==> config.mk <==
export PLATFORM = sky130hd
export DESIGN_NAME = rif_timer_regfile
export DESIGN_NICKNAME = d
export VERILOG_FILES = /design/src/rtl/rif_timer_regfile.sv
export SDC_FILE = /design/constraint.sdc
export NUM_CORES = 1
export LEC_CHECK = 0
export ABC_AREA = 1
export CAP_MARGIN = 40
export CORE_MARGIN = 2
export CORE_UTILIZATION = 41
export CTS_BUF_LIST = sky130_fd_sc_hd__clkbuf_2 sky130_fd_sc_hd__clkbuf_4 sky130_fd_sc_hd__clkbuf_8
export DETAILED_ROUTE_END_ITERATION = 7
export HOLD_SLACK_MARGIN = 0.08
export SYNTH_ARGS = -nofsm -noshare
export SYNTH_HDL_FRONTEND = slang
export SYNTH_SLANG_ARGS = --single-unit
==> constraint.sdc <==
create_clock -name HCLK -period 13.5 [get_ports HCLK]
set_input_delay 4.05 -clock HCLK [delete_from_list [all_inputs] [get_ports HCLK]]
set_output_delay 4.05 -clock HCLK [all_outputs]
set_load 0.01 [all_outputs]
==> src/rtl/rif_timer_regfile.sv <==
// rif_timer_regfile: register-interface slave with ID, control, interrupt
// mask/status, a reloading down-counter timer and scratch registers.
//
// Ports:
//   HCLK, HRESET     clock and asynchronous active-high reset
//   rif_addr         byte address (bits [1:0] ignored)
//   rif_wr_req       write request, applied at this HCLK edge
//   rif_rd_req       read request, data captured at this HCLK edge
//   rif_wstrb        byte-lane write enables
//   rif_wdata        write data
//   rif_addr_valid   combinational legality of the presented address/access
//   rif_rdata        registered read data (valid the cycle after the request)
//   hw_event         synchronous event pulses feeding IRQ_STAT[NUM_EVENTS:1]
//   irq              registered level interrupt
module rif_timer_regfile #(
  parameter int unsigned ADDR_WIDTH  = 12,
  parameter int unsigned DATA_WIDTH  = 32,
  parameter int unsigned NUM_SCRATCH = 4,
  parameter int unsigned NUM_EVENTS  = 8,
  parameter logic [31:0] ID_VALUE    = 32'hA5B1_0001
) (
  input  logic                    HCLK,
  input  logic                    HRESET,
  input  logic [ADDR_WIDTH-1:0]   rif_addr,
  input  logic                    rif_wr_req,
  input  logic                    rif_rd_req,
  input  logic [DATA_WIDTH/8-1:0] rif_wstrb,
  input  logic [DATA_WIDTH-1:0]   rif_wdata,
  output logic                    rif_addr_valid,
  output logic [DATA_WIDTH-1:0]   rif_rdata,
  input  logic [NUM_EVENTS-1:0]   hw_event,
  output logic                    irq
);

  localparam int unsigned IDX_W    = ADDR_WIDTH - 2;
  localparam int unsigned STAT_W   = NUM_EVENTS + 1;
  localparam int unsigned SCR_BASE = 6;
  localparam int unsigned SCR_IW   = (NUM_SCRATCH > 1) ? $clog2(NUM_SCRATCH) : 1;
  localparam int unsigned NBYTES   = DATA_WIDTH / 8;

  // Elaboration-time parameter legality
  if (DATA_WIDTH != 32) begin : g_chk_dw
    $fatal(1, "rif_timer_regfile: only DATA_WIDTH=32 is supported");
  end
  if (NUM_SCRATCH < 1 || NUM_SCRATCH > 8) begin : g_chk_ns
    $fatal(1, "rif_timer_regfile: NUM_SCRATCH must be 1..8");
  end
  if (NUM_EVENTS < 1 || NUM_EVENTS > 31) begin : g_chk_ne
    $fatal(1, "rif_timer_regfile: NUM_EVENTS must be 1..31");
  end

  typedef enum logic {
    T_IDLE = 1'b0,
    T_RUN  = 1'b1
  } tstate_t;

  // Register state
  tstate_t               tstate;
  logic [1:0]            ctrl_q;
  logic [STAT_W-1:0]     mask_q;
  logic [STAT_W-1:0]     stat_q;
  logic [DATA_WIDTH-1:0] load_q;
  logic [DATA_WIDTH-1:0] cnt_q;
  logic [DATA_WIDTH-1:0] scratch_q [NUM_SCRATCH];

  // Decode signals
  logic [IDX_W-1:0]      word_idx;
  logic                  hit_id, hit_ctrl, hit_mask, hit_stat;
  logic                  hit_load, hit_cnt, hit_scr;
  logic [SCR_IW-1:0]     scr_sel;
  logic                  decode_hit;
  logic                  target_ro;
  logic                  wr_en;

  // Write data helpers
  logic [DATA_WIDTH-1:0] wmask;
  logic [DATA_WIDTH-1:0] wdata_m;
  logic [1:0]            ctrl_wr_val;
  logic                  timer_en_next;
  logic                  expire;
  logic [STAT_W-1:0]     stat_clr;
  logic [STAT_W-1:0]     stat_set;
  logic [DATA_WIDTH-1:0] rd_value;

  logic                  unused_ok;
  assign unused_ok = ^rif_addr[1:0];

  // Address decode and access legality
  always_comb begin
    word_idx   = rif_addr[ADDR_WIDTH-1:2];
    hit_id     = (word_idx == IDX_W'(0));
    hit_ctrl   = (word_idx == IDX_W'(1));
    hit_mask   = (word_idx == IDX_W'(2));
    hit_stat   = (word_idx == IDX_W'(3));
    hit_load   = (word_idx == IDX_W'(4));
    hit_cnt    = (word_idx == IDX_W'(5));
    hit_scr    = (word_idx >= IDX_W'(SCR_BASE)) &&
                 (word_idx <  IDX_W'(SCR_BASE + NUM_SCRATCH));
    scr_sel    = SCR_IW'(word_idx - IDX_W'(SCR_BASE));
    decode_hit = hit_id | hit_ctrl | hit_mask | hit_stat |
                 hit_load | hit_cnt | hit_scr;
    target_ro  = hit_id | hit_cnt;
  end

  assign rif_addr_valid = decode_hit & ~(rif_wr_req & target_ro);
  assign wr_en          = rif_wr_req & rif_addr_valid;

  // Byte-lane mask and strobed write data
  always_comb begin
    wmask = '0;
    for (int i = 0; i < NBYTES; i++) begin
      wmask[i*8 +: 8] = {8{rif_wstrb[i]}};
    end
    wdata_m = rif_wdata & wmask;
  end

  // Post-write CTRL value and the timer enable it implies this cycle
  always_comb begin
    ctrl_wr_val   = (ctrl_q & ~wmask[1:0]) | wdata_m[1:0];
    timer_en_next = (wr_en && hit_ctrl) ? ctrl_wr_val[0] : ctrl_q[0];
    expire        = (tstate == T_RUN) && timer_en_next &&
                    (cnt_q == DATA_WIDTH'(0));
  end

  // Status set/clear terms; set dominates clear
  always_comb begin
    stat_clr = (wr_en && hit_stat) ? wdata_m[STAT_W-1:0] : '0;
    stat_set = {hw_event, expire};
  end

  // Read mux; misses return 0
  always_comb begin
    rd_value = '0;
    if (hit_id)   rd_value = DATA_WIDTH'(ID_VALUE);
    if (hit_ctrl) rd_value = DATA_WIDTH'(ctrl_q);
    if (hit_mask) rd_value = DATA_WIDTH'(mask_q);
    if (hit_stat) rd_value = DATA_WIDTH'(stat_q);
    if (hit_load) rd_value = load_q;
    if (hit_cnt)  rd_value = cnt_q;
    if (hit_scr) begin
      for (int k = 0; k < NUM_SCRATCH; k++) begin
        if (scr_sel == SCR_IW'(k)) rd_value = scratch_q[k];
      end
    end
  end

  // CTRL, IRQ_MASK and TIMER_LOAD
  always_ff @(posedge HCLK or posedge HRESET) begin
    if (HRESET) begin
      ctrl_q <= '0;
      mask_q <= '0;
      load_q <= '0;
    end else if (wr_en) begin
      if (hit_ctrl) ctrl_q <= ctrl_wr_val;
      if (hit_mask) mask_q <= (mask_q & ~wmask[STAT_W-1:0]) | wdata_m[STAT_W-1:0];
      if (hit_load) load_q <= (load_q & ~wmask) | wdata_m;
    end
  end

  // Scratch registers
  always_ff @(posedge HCLK or posedge HRESET) begin
    if (HRESET) begin
      for (int k = 0; k < NUM_SCRATCH; k++) scratch_q[k] <= '0;
    end else if (wr_en && hit_scr) begin
      for (int k = 0; k < NUM_SCRATCH; k++) begin
        if (scr_sel == SCR_IW'(k)) scratch_q[k] <= (scratch_q[k] & ~wmask) | wdata_m;
      end
    end
  end

  // Interrupt status (W1C with hardware set priority)
  always_ff @(posedge HCLK or posedge HRESET) begin
    if (HRESET) begin
      stat_q <= '0;
    end else begin
      stat_q <= (stat_q & ~stat_clr) | stat_set;
    end
  end

  // Timer FSM: IDLE loads on enable rising; RUN counts down and reloads at 0
  always_ff @(posedge HCLK or posedge HRESET) begin
    if (HRESET) begin
      tstate <= T_IDLE;
      cnt_q  <= '0;
    end else begin
      case (tstate)
        T_IDLE: begin
          if (timer_en_next) begin
            tstate <= T_RUN;
            cnt_q  <= load_q;
          end
        end
        T_RUN: begin
          if (!timer_en_next) begin
            tstate <= T_IDLE;
          end else if (cnt_q == DATA_WIDTH'(0)) begin
            cnt_q <= load_q;
          end else begin
            cnt_q <= cnt_q - DATA_WIDTH'(1);
          end
        end
        default: begin
          tstate <= T_IDLE;
        end
      endcase
    end
  end

  // Registered read data and interrupt
  always_ff @(posedge HCLK or posedge HRESET) begin
    if (HRESET) begin
      rif_rdata <= '0;
      irq       <= 1'b0;
    end else begin
      if (rif_rd_req) rif_rdata <= rd_value;
      irq <= ctrl_q[1] & (|(stat_q & mask_q));
    end
  end

endmodule

==> results.md, run 1 <==
* #FFs+latches synth at 246
* Distinct cells, synth at 43
* Synthesis-to-finish area growth at 17.6%
* Leakage at around 7.1 nW
* Hold WS at ~0.48 ns
* EDFF count, synth at 0
* Fin crit share at about 87%
* Initial Utilization at 41.6%
* # hold bufs at CTS at 0
* CP top delay family: buffers and inverters
* Antenna-violating nets left at 0
* Slew headroom at approximately 45%
* Req. time, crit path at 9.45 ns
* Critical path origin: rif_addr[3]
* Die area at around 0.031 sq mm
* Slowest stage cell, crit path: clkdlybuf4s50_1
* Post-CTS sizing at 0
* CTS Buffer Depth at 3
* Post-synthesis sequential area ratio at between 40% and 50%
* Global routing usage on met1 at about 37%
* Total negative setup slack at 0 ns
* Actual slew at the worst max-slew pin at ~0.82 ns
* Met3 track demand over resource at under 10%
* Routability Congestion at approximately 0.86
* Non-Filler Instances at between 2000 and 2500
* Leading register cell type out of synthesis: dfrtp_1
* I/O pin count at 94
* Syn Nets at around 1600
* DP Worst Slack at 1.77 ns
* Finished Core Util at around half
* Pre-antenna DRT Iters at 5
* H-tree depth at 2
* Final worst slack at about 1.7 ns
* Antenna violations before repair at 0
* Top cell type's share of synthesized area at about half
* DRC at 0
* Max frequency at approximately 85 MHz
* Critical Path End Type: primary output
* Async SR Flop Fraction at 100%
* Die height at 177 microns
* Final Hold Fails at 0
* Peak supply drop at 0.0643 mV
* DIE WIDTH at approximately 180 microns
* Crit path launch type: primary input
* Final setup viols at 0
* Synth Instances at about 1600
* Synth area leader: dfrtp_1
* Met2 Usage GRT at roughly two fifths
* Pin count of the biggest net entering global routing at about 110
* WL per Instance at 18.9 microns
* Most common cell after layout, fill and taps aside: nand2_1
* Placed inst area at roughly 0.014 sq mm
* Design Power at roughly 1.6 mW
* Nets at 1698
* Postcts setup bufs at 0
* PD cells at ~110 mW/mm^2
* CTS clk-pin slew, worst paths at about 0.05 ns
* CP Max Fanout at 27
* Post-route cell area at between 0.01 and 0.015 sq mm
* Hold_sp: rif_rdata[22]$_DFFE_PP0P_
* Maxcap violations at 0
* Root buf cell: clkbuf_8
* Clock sinks at approximately 250
* Vias per inst at 5.36
* Placed insts at between 1500 and 2000
* Max Clock Skew at around 0.022 ns
* Crit path arrival time at about 7.7 ns
* Global-route wire length before repair at around 60 mm
* Max stage delay on crit path at just under 1 ns
* Vias in the first global route at 10648
* Port Buffer Count at a little over 90
* Final Slew Violations at 0
* WS Path Type: primary input to primary output
* Vias at 11020
* Post-DP HPWL at 26.1 mm
* Crit path buf inv count at 4
* Worst skew pair latency at about 0.57 ns
* Run status: finished, final reports clean
* Synth Cell Area at 0.0123 sq mm
* 1st-iter DRT viols at ~970
* Synth Warn # at 0
* Avg Cell Area, Syn at 7.94 sq um
* Core area at just under 0.03 sq mm
* Rows at 63
* Leading post-synthesis cells by cell area: dfrtp_1, nand2_1, o21ai_0, inv_1, nor2_1
* Grt total ovfl at 0
* Ant. Diodes at 0
* Total CTS buffers at between 40 and 50
* Min cycle time layout at about 12 ns
* Grt peak-use layer: met2
* Share of cells above drive strength 1 at roughly 8.4%
* Most frequent cells in the layout: nand2_1, dfrtp_1, o21ai_0, inv_1, nor2_1
* Routed WL at around 39 mm
* RR Startpoint: cnt_q[12]$_DFFE_PP0P_
* Cells along the critical path: clkdlybuf4s50_1, inv_2, nand2_2, inv_2, nand3_2, nand2_2, a21oi_1, clkdlybuf4s50_1
* TritonCTS clock tree: built
* Hold Path Class: flop to flop
* RSZ-0062 raised after global routing: no
* GRT Total Usage at roughly a quarter
where the power goes:
part / internal [mW] / switching (mW) / total, mW / leakage, nW
combinational: 0.0356 / 0.0705 / 0.106 / 3.62
sequential: 0.748 / 0.00511 / 0.754 / 3.04
clock: 0.418 / 0.314 / 0.732 / 0.491
Yosys cell counts (4+ instances only):
cell type    n
nand2_2      4
nor3_1      10
o21bai_1     6
nor2_4      14
a221oi_1    13
nand2_4      4
xor2_1      11
nand3_1     63
clkbuf_1    40
inv_1      182
o221ai_1     7
a21oi_1    103
a31oi_1      8
o21ai_0    188
o21ai_1      7
dfrtp_1    246
nand2_1    362
nor2_1     159
o2111ai_1    7
buf_2       20
o22ai_1     29
nand4_1      6
inv_2        5
mux2_2      16
o211ai_1    13
final timing paths:
kind / to / depth (start not counted) / slack (ns)
worst max-delay path: rif_addr_valid / 8 / 1.72
worst min-delay path: rif_rdata[22]$_DFFE_PP0P_ / 2 / 0.48
worst max register to register: cnt_q[2]$_DFFE_PP0P_ / 13 / 10.29
worst min register to register: rif_rdata[22]$_DFFE_PP0P_ / 2 / 0.48
max in group asynchronous: async pin / 4 / 8.15
min in group asynchronous: async pin / 2 / 4.05
final cells by class:
type                            instances  area, sq um
Timing Repair Buffer                  105         1040
Multi-Input combinational cell       1053         5180
Tap cell                              390          488
Inverter                              187          709
Clock inverter                          6         72.6
Sequential cell                       246         6160
Fill cell                            2980        15100
Clock buffer                           68          848
metal layers:
metal | vias to the layer above | routed length, microns | share of wire [%]
li1 | 5258 | - | -
met1 | 5259 | 17800 | 46
met2 | 429 | 17000 | 44
met3 | 74 | 3200 | 8.2
met4 | 0 | 929 | 2.4
met5 | - | 0 | 0
tightest hold or removal path, stage by stage (launching register included):
cell and delay (ns):
dfrtp_1 0.33, nand2_1 0.05, nand2_1 0.06
cell families (layout without fill, tap and decap cells):
group,after synthesis,in the layout,share of synthesized area (%)
AOI/OAI and AO/OA,387,387,17.5
DFF,246,246,50.0
muxes,16,16,1.46
buffers and inverters,252,366,7.97
and+or+nand+nor,635,635,22.0
xor gates and xnor gates,13,13,0.924
adders and majority gates,2,2,0.203
No activity file was read; power rests on OpenSTA's default activity.
==> inputs of run 2 (changes only) <==
Settings changed: CORE_UTILIZATION 41 to 50, PLACE_DENSITY set to 0.7.
==> results.md, run 2 (synthesis gave the netlist of run 1 again) <==
* Run status: finished, final reports clean
* Initial Utilization at 50.8% (+9.2 points)
* Clock sinks at 246 (unchanged)
* Most common cell after layout, fill and taps aside: nand2_1
* WS Path Type: primary input to primary output
* Most frequent cells in the layout: nand2_1, dfrtp_1, o21ai_0, inv_1, nor2_1
* TritonCTS clock tree: built
* Fin crit share at 83.8% (-3.5 points)
* Finished Core Util at 59.3% (+10 points)
* Req. time, crit path at 9.45 ns (about the same)
* Global-route wire length before repair at 59.2 mm (-3.5%)
* GRT Total Usage at 29.2% (+3.8 points)
* Post-CTS sizing at 0 (unchanged)
* Share of cells above drive strength 1 at 8.52% (+0.11 points)
* CP Max Fanout at 15 (-44%)
* Maxcap violations at 0 (unchanged)
* 1st-iter DRT viols at 1170 (+20%)
* Cells along the critical path: clkdlybuf4s50_1, inv_2, a21oi_1, nand3_2, inv_1, nor3_1, a21oi_1, clkdlybuf4s50_1
* Antenna-violating nets left at 0 (unchanged)
* Met2 Usage GRT at 43.0% (+4.9 points)
* Routability Congestion at 0.912 (+6.2%)
* Sw power at 0.378 mW (-2.9%)
* I/O pin count at 94 (unchanged)
* CP top delay family: buffers and inverters
* Pin count of the biggest net entering global routing at 103 (-8.0%)
* Slowest stage cell, crit path: clkdlybuf4s50_1
* Ant. Diodes at 0 (unchanged)
* H-tree depth at 2 (unchanged)
* RSZ-0062 raised after global routing: no
* Grt total ovfl at 0 (unchanged)
* Vias in the first global route at 10821 (+1.6%)
* Crit path launch type: primary input
* Grt peak-use layer: met1
* Max Clock Skew at 0.0195 ns (-0.00205 ns)
* Global routing usage on met1 at 43.3% (+6.3 points)
* Crit path arrival time at 7.26 ns (-0.47 ns)
* Vias per inst at 5.64 (+5.2%)
* CTS Buffer Depth at 3 (unchanged)
* FF+latch area at 0.00616 sq mm (unchanged)
* Total negative setup slack at 0 ns (unchanged)
* Post-DP HPWL at 25.0 mm (-4.1%)
* DRC at 0 (unchanged)
* Final Slew Violations at 0 (unchanged)
* # hold bufs at CTS at 0 (unchanged)
* Met3 track demand over resource at 5.24% (-0.0097 points)
* Nets at 1697 (-0.059%)
* Die height at 161 microns (-9.2%)
* Area occupied by multi-input gates at 0.00518 sq mm (unchanged)
* WL per Instance at 18.6 microns (-1.7%)
* Synthesis-to-finish area growth at 16.7%
* Rows at 57 (-9.5%)
* Hold Path Class: flop to flop
* Final Hold Fails at 0 (unchanged)
* Max stage delay on crit path at 0.91 ns (-0.07 ns)
* Peak supply drop at 0.0735 mV (+14%)
* Min cycle time layout at 11.31 ns (-0.473 ns)
* Clock power share at 44.9% (-1.1 points)
* CTS clk-pin slew, worst paths at 0.06 ns (about the same)
* Filler cells at 2225 (-25%)
* Switching fraction of total power at 24.3% (-0.19 points)
* Leakage at 7.14 nW (-0.16%)
* Sequential share of power at 48.4% (+1.1 points)
* Max frequency at 88.4 MHz (+4.2%)
* PD cells at 108 mW/mm^2 (-1.3%)
* Actual slew at the worst max-slew pin at 0.828 ns (+0.00749 ns)
* Internal at 1.18 mW (-1.9%)
* Core area at 0.0242 sq mm (-18%)
* Port Buffer Count at 91 (unchanged)
* Root buf cell: clkbuf_8
* Final setup viols at 0 (unchanged)
* Total CTS buffers at 42 (-2.3%)
* Critical Path End Type: primary output
* Routed WL at 37.0 mm (-4.8%)
* DIE WIDTH at 161 microns (-9.2%)
* Crit path buf inv count at 4 (unchanged)
* Die area at 0.0259 sq mm (-18%)
* Slew headroom at 44.7% (-0.23 points)
* Pre-antenna DRT Iters at 7 (+2)
* Antenna violations before repair at 0 (unchanged)
* Worst skew pair latency at 0.55 ns (-0.02 ns)
* Postcts setup bufs at 0 (unchanged)
* Comb power frac at 6.7% (about the same)
* Vias at 11234 (+1.9%)
## run 2: final timing paths
| kind | start | end | slack [ns] | depth (start not counted) |
|---|---|---|---|---|
| max in group asynchronous | HRESET | rif_rdata[23]$_DFFE_PP0P_ | 7.87 | 4 |
| min | rif_rdata[19]$_DFFE_PP0P_ | rif_rdata[19]$_DFFE_PP0P_ | 0.48 | 2 |
| min reg2reg | rif_rdata[19]$_DFFE_PP0P_ | rif_rdata[19]$_DFFE_PP0P_ | 0.48 | 2 |
| min in group asynchronous | HRESET | async pin | 3.84 | 2 |
| max reg2reg | cnt_q[14]$_DFFE_PP0P_ | cnt_q[26]$_DFFE_PP0P_ | 10.25 | 13 |
| max | rif_addr[3] | rif_addr_valid | 2.19 | 8 |
## run 2: area by class of cell
type / count / share of cell area, %
multi-input combinational: 1053 / 36.1
clock buffer: 69 / 5.87
clock inverter: 7 / 0.296
inverter: 187 / 4.93
timing repair buffer: 105 / 7.21
sequential: 246 / 42.8
tap: 324 / 2.82
## run 2: worst min-delay path, cell delays in order, from the launching register on
cell	delay (ns)
dfrtp_1	0.34
nand2_1	0.05
nand2_1	0.05
## run 2: metrics by stage
step | worst slack (ns) | instance area, sq um | hold WS [ns] | std cells | power [mW]
6_report | 2.19 | 14400 | 0.480 | 1991 | 1.56
5_1_grt | 2.15 | 14400 | 0.507 | 1991 | 1.61
4_1_cts | 2.37 | 14400 | 0.483 | 1991 | 1.57
3_5_place_dp | 2.37 | 13500 | 0.466 | 1915 | 0.870
3_3_place_gp | 2.42 | 13500 | 0.462 | 1913 | 0.867
2_1_floorplan | 2.69 | 12300 | 0.453 | 1551 | 0.818
## run 2: power groups by stage
stage | clock network (mW) | logic, mW | registers, mW
floorplan | 0 | 0.0514 | 0.766
global placement | 0 | 0.101 | 0.766
CTS | 0.709 | 0.104 | 0.753
global route | 0.744 | 0.115 | 0.754
detailed placement | 0 | 0.103 | 0.766
finish | 0.700 | 0.104 | 0.753
## run 2: per-layer routing
layer	wire, microns	part of all wire, %	vias to the layer above
met4	1330	3.6	0
met2	15800	43	523
met3	3210	8.7	97
li1	-	-	5253
met1	16700	45	5361
met5	0	0	-
==> inputs of run 3 (changes only) <==
Clock period 13.5 ns to 11.3 ns, I/O delays scaled along.
==> results.md, run 3 (synthesis gave the netlist of run 1 again) <==
* Cells along the critical path: clkdlybuf4s50_1, inv_2, nand2_1, inv_2, nand2_2, nand2_2, a21oi_1, clkdlybuf4s50_1
* Port Buffer Count at 91 (unchanged)
* Non-Filler Instances at 1997 (+0.30%)
* Worst skew pair latency at 0.56 ns (about the same)
* Hold WS at 0.476 ns (-0.00363 ns)
* Sequential share of power at 46.1% (-2.3 points)
* WS Path Type: primary input to primary output
* Antenna-violating nets left at 0 (unchanged)
* Crit path buf inv count at 4 (unchanged)
* CP top delay family: buffers and inverters
* TritonCTS clock tree: built
* Run status: finished, final reports clean
* Core area at 0.0242 sq mm (unchanged)
* Placed insts at 1915 (unchanged)
* Internal at 1.48 mW (+26%)
* Antenna violations before repair at 0 (unchanged)
* Total CTS buffers at 44 (+4.8%)
* Final setup viols at 0 (unchanged)
* DIE WIDTH at 161 microns (unchanged)
* I/O pin count at 94 (unchanged)
* Postcts setup bufs at 0 (unchanged)
* Global-route wire length before repair at 59.7 mm (+0.80%)
* Routed WL at 37.4 mm (+1.2%)
* Filler cells at 2206 (-0.85%)
* Peak supply drop at 0.0871 mV (+18%)
* Clock sinks at 246 (unchanged)
* Worst reg2reg setup slack at 7.93 ns (-2.32 ns)
* Pre-antenna DRT Iters at 5 (-2)
* CP Max Fanout at 19 (+4)
* Total negative setup slack at 0 ns (unchanged)
* Slew headroom at 40.8% (-3.8 points)
* Vias at 11250 (+0.14%)
* Leakage at 7.20 nW (+0.84%)
* CTS Buffer Depth at 3 (unchanged)
* Comb power frac at 6.4% (-0.3 points)
* Actual slew at the worst max-slew pin at 0.885 ns (+0.0579 ns)
* Clock power share at 47.5% (+2.6 points)
* Hold Path Class: flop to flop
* Crit path arrival time at 6.41 ns (-0.85 ns)
* Maxcap violations at 0 (unchanged)
* Pin count of the biggest net entering global routing at 115 (+12%)
* Max stage delay on crit path at 0.79 ns (-0.12 ns)
* DRC at 0 (unchanged)
* Placed inst area at 0.0135 sq mm (unchanged)
* Rows at 57 (unchanged)
* Most common cell after layout, fill and taps aside: nand2_1
* Min cycle time layout at 9.80 ns
* Final Slew Violations at 0 (unchanged)
* Die height at 161 microns (unchanged)
* Post-DP HPWL at 24.8 mm (-0.92%)
* Nets at 1699 (+0.12%)
* Req. time, crit path at 7.91 ns (-1.54 ns)
* Post-route cell area at 0.0145 sq mm (+0.84%)
* Die area at 0.0259 sq mm (unchanged)
* Sw power at 0.468 mW (+24%)
* Ant. Diodes at 0 (unchanged)
* Max frequency at around 100 MHz
* Fin crit share at roughly 87%
* Share of cells above drive strength 1 at 8.85% (+0.33 points)
* PD cells at 135 mW/mm^2 (+24%)
* Root buf cell: clkbuf_8
* # hold bufs at CTS at 0 (unchanged)
* Final Hold Fails at 0 (unchanged)
* Grt total ovfl at 0 (unchanged)
* WL per Instance at 18.7 microns (+0.90%)
* Critical Path End Type: primary output
* Synthesis-to-finish area growth at 17.7%
* Routability Congestion at 0.913 (about the same)
* Initial Utilization at 50.8% (unchanged)
* H-tree depth at 2 (unchanged)
* 1st-iter DRT viols at 1205 (+3.0%)
* Vias in the first global route at 10648 (-1.6%)
* RSZ-0062 raised after global routing: no
* Slowest stage cell, crit path: clkdlybuf4s50_1
* Post-CTS sizing at 0 (unchanged)
* Crit path launch type: primary input
* Switching fraction of total power at 24.0% (-0.31 points)
* Most frequent cells in the layout: nand2_1, dfrtp_1, o21ai_0, inv_1, nor2_1
* CTS clk-pin slew, worst paths at 0.05 ns (about the same)
* GRT Total Usage at 29.3% (+0.12 points)
* Vias per inst at 5.63 (-0.16%)
* Max Clock Skew at 0.0232 ns (+0.00370 ns)
-- run 3: cell types whose count changed in the layout (fill, tap and decap cells not counted) --
cell / change
clkbuf_8: +7
clkinv_2: -2
inv_6: -2
bufinv_16: +1
inv_8: +2
-- run 3: final timing paths --
check / start / endpoint / depth (start not counted)
min in group asynchronous: HRESET / async pin / 2
max in group asynchronous: HRESET / async pin / 4
max: rif_addr[3] / rif_addr_valid / 8
min: rif_rdata[24]$_DFFE_PP0P_ / rif_rdata[24]$_DFFE_PP0P_ / 2
max reg2reg: cnt_q[14]$_DFFE_PP0P_ / cnt_q[8]$_DFFE_PP0P_ / 13
min reg2reg: rif_rdata[24]$_DFFE_PP0P_ / rif_rdata[24]$_DFFE_PP0P_ / 2
-- run 3: metrics by stage --
step / setup WS (ns) / power (mW) / util (%)
2_1_floorplan: 1.15 / 0.977 / -
3_3_place_gp: 1.58 / 1.04 / 55.5
3_5_place_dp: 1.54 / 1.04 / 55.6
4_1_cts: 1.57 / 1.96 / 59.8
5_1_grt: 1.41 / 2.02 / 59.8
6_report: 1.50 / 1.95 / 59.8
-- run 3: worst register-to-register path, cell delays in order, from the launching register on --
cell	delay (ns)
dfrtp_1	0.39
nor2_1	0.22
nand2_1	0.12
nor2_1	0.19
nand2_1	0.10
inv_1	0.07
nand2_1	0.06
or2_2	0.29
nand2_1	0.66
inv_2	0.56
o21ai_0	0.28
o21ai_0	0.14
nand2_1	0.11
nand2_1	0.07
-- run 3: cell type report --
cell class,count,area [sq um],area share (%)
inverter,187,709,4.89
timing repair buffer,105,1040,7.15
sequential,246,6160,42.5
clock inverter,6,67.6,0.466
tap,324,405,2.80
clock buffer,76,940,6.48
multi-input combinational,1053,5180,35.8
-- run 3: power groups by stage --
| stage | Sequential [mW] | Combinational [mW] | Clock [mW] |
|---|---|---|---|
| after floorplan | 0.915 | 0.0614 | 0 |
| after global placement | 0.915 | 0.122 | 0 |
| after detailed placement | 0.915 | 0.124 | 0 |
| after CTS | 0.900 | 0.125 | 0.937 |
| after global routing | 0.901 | 0.137 | 0.984 |
| final | 0.900 | 0.126 | 0.927 |
-- run 3: routing by layer --
| metal | track usage [%] | vias up | part of all wire, % |
|---|---|---|---|
| li1 | - | 5258 | - |
| met1 | 44.0 | 5400 | 45 |
| met2 | 44.0 | 524 | 44 |
| met3 | 5.70 | 68 | 9.2 |
| met4 | 7.39 | 0 | 1.9 |
| met5 | 0 | - | 0 |
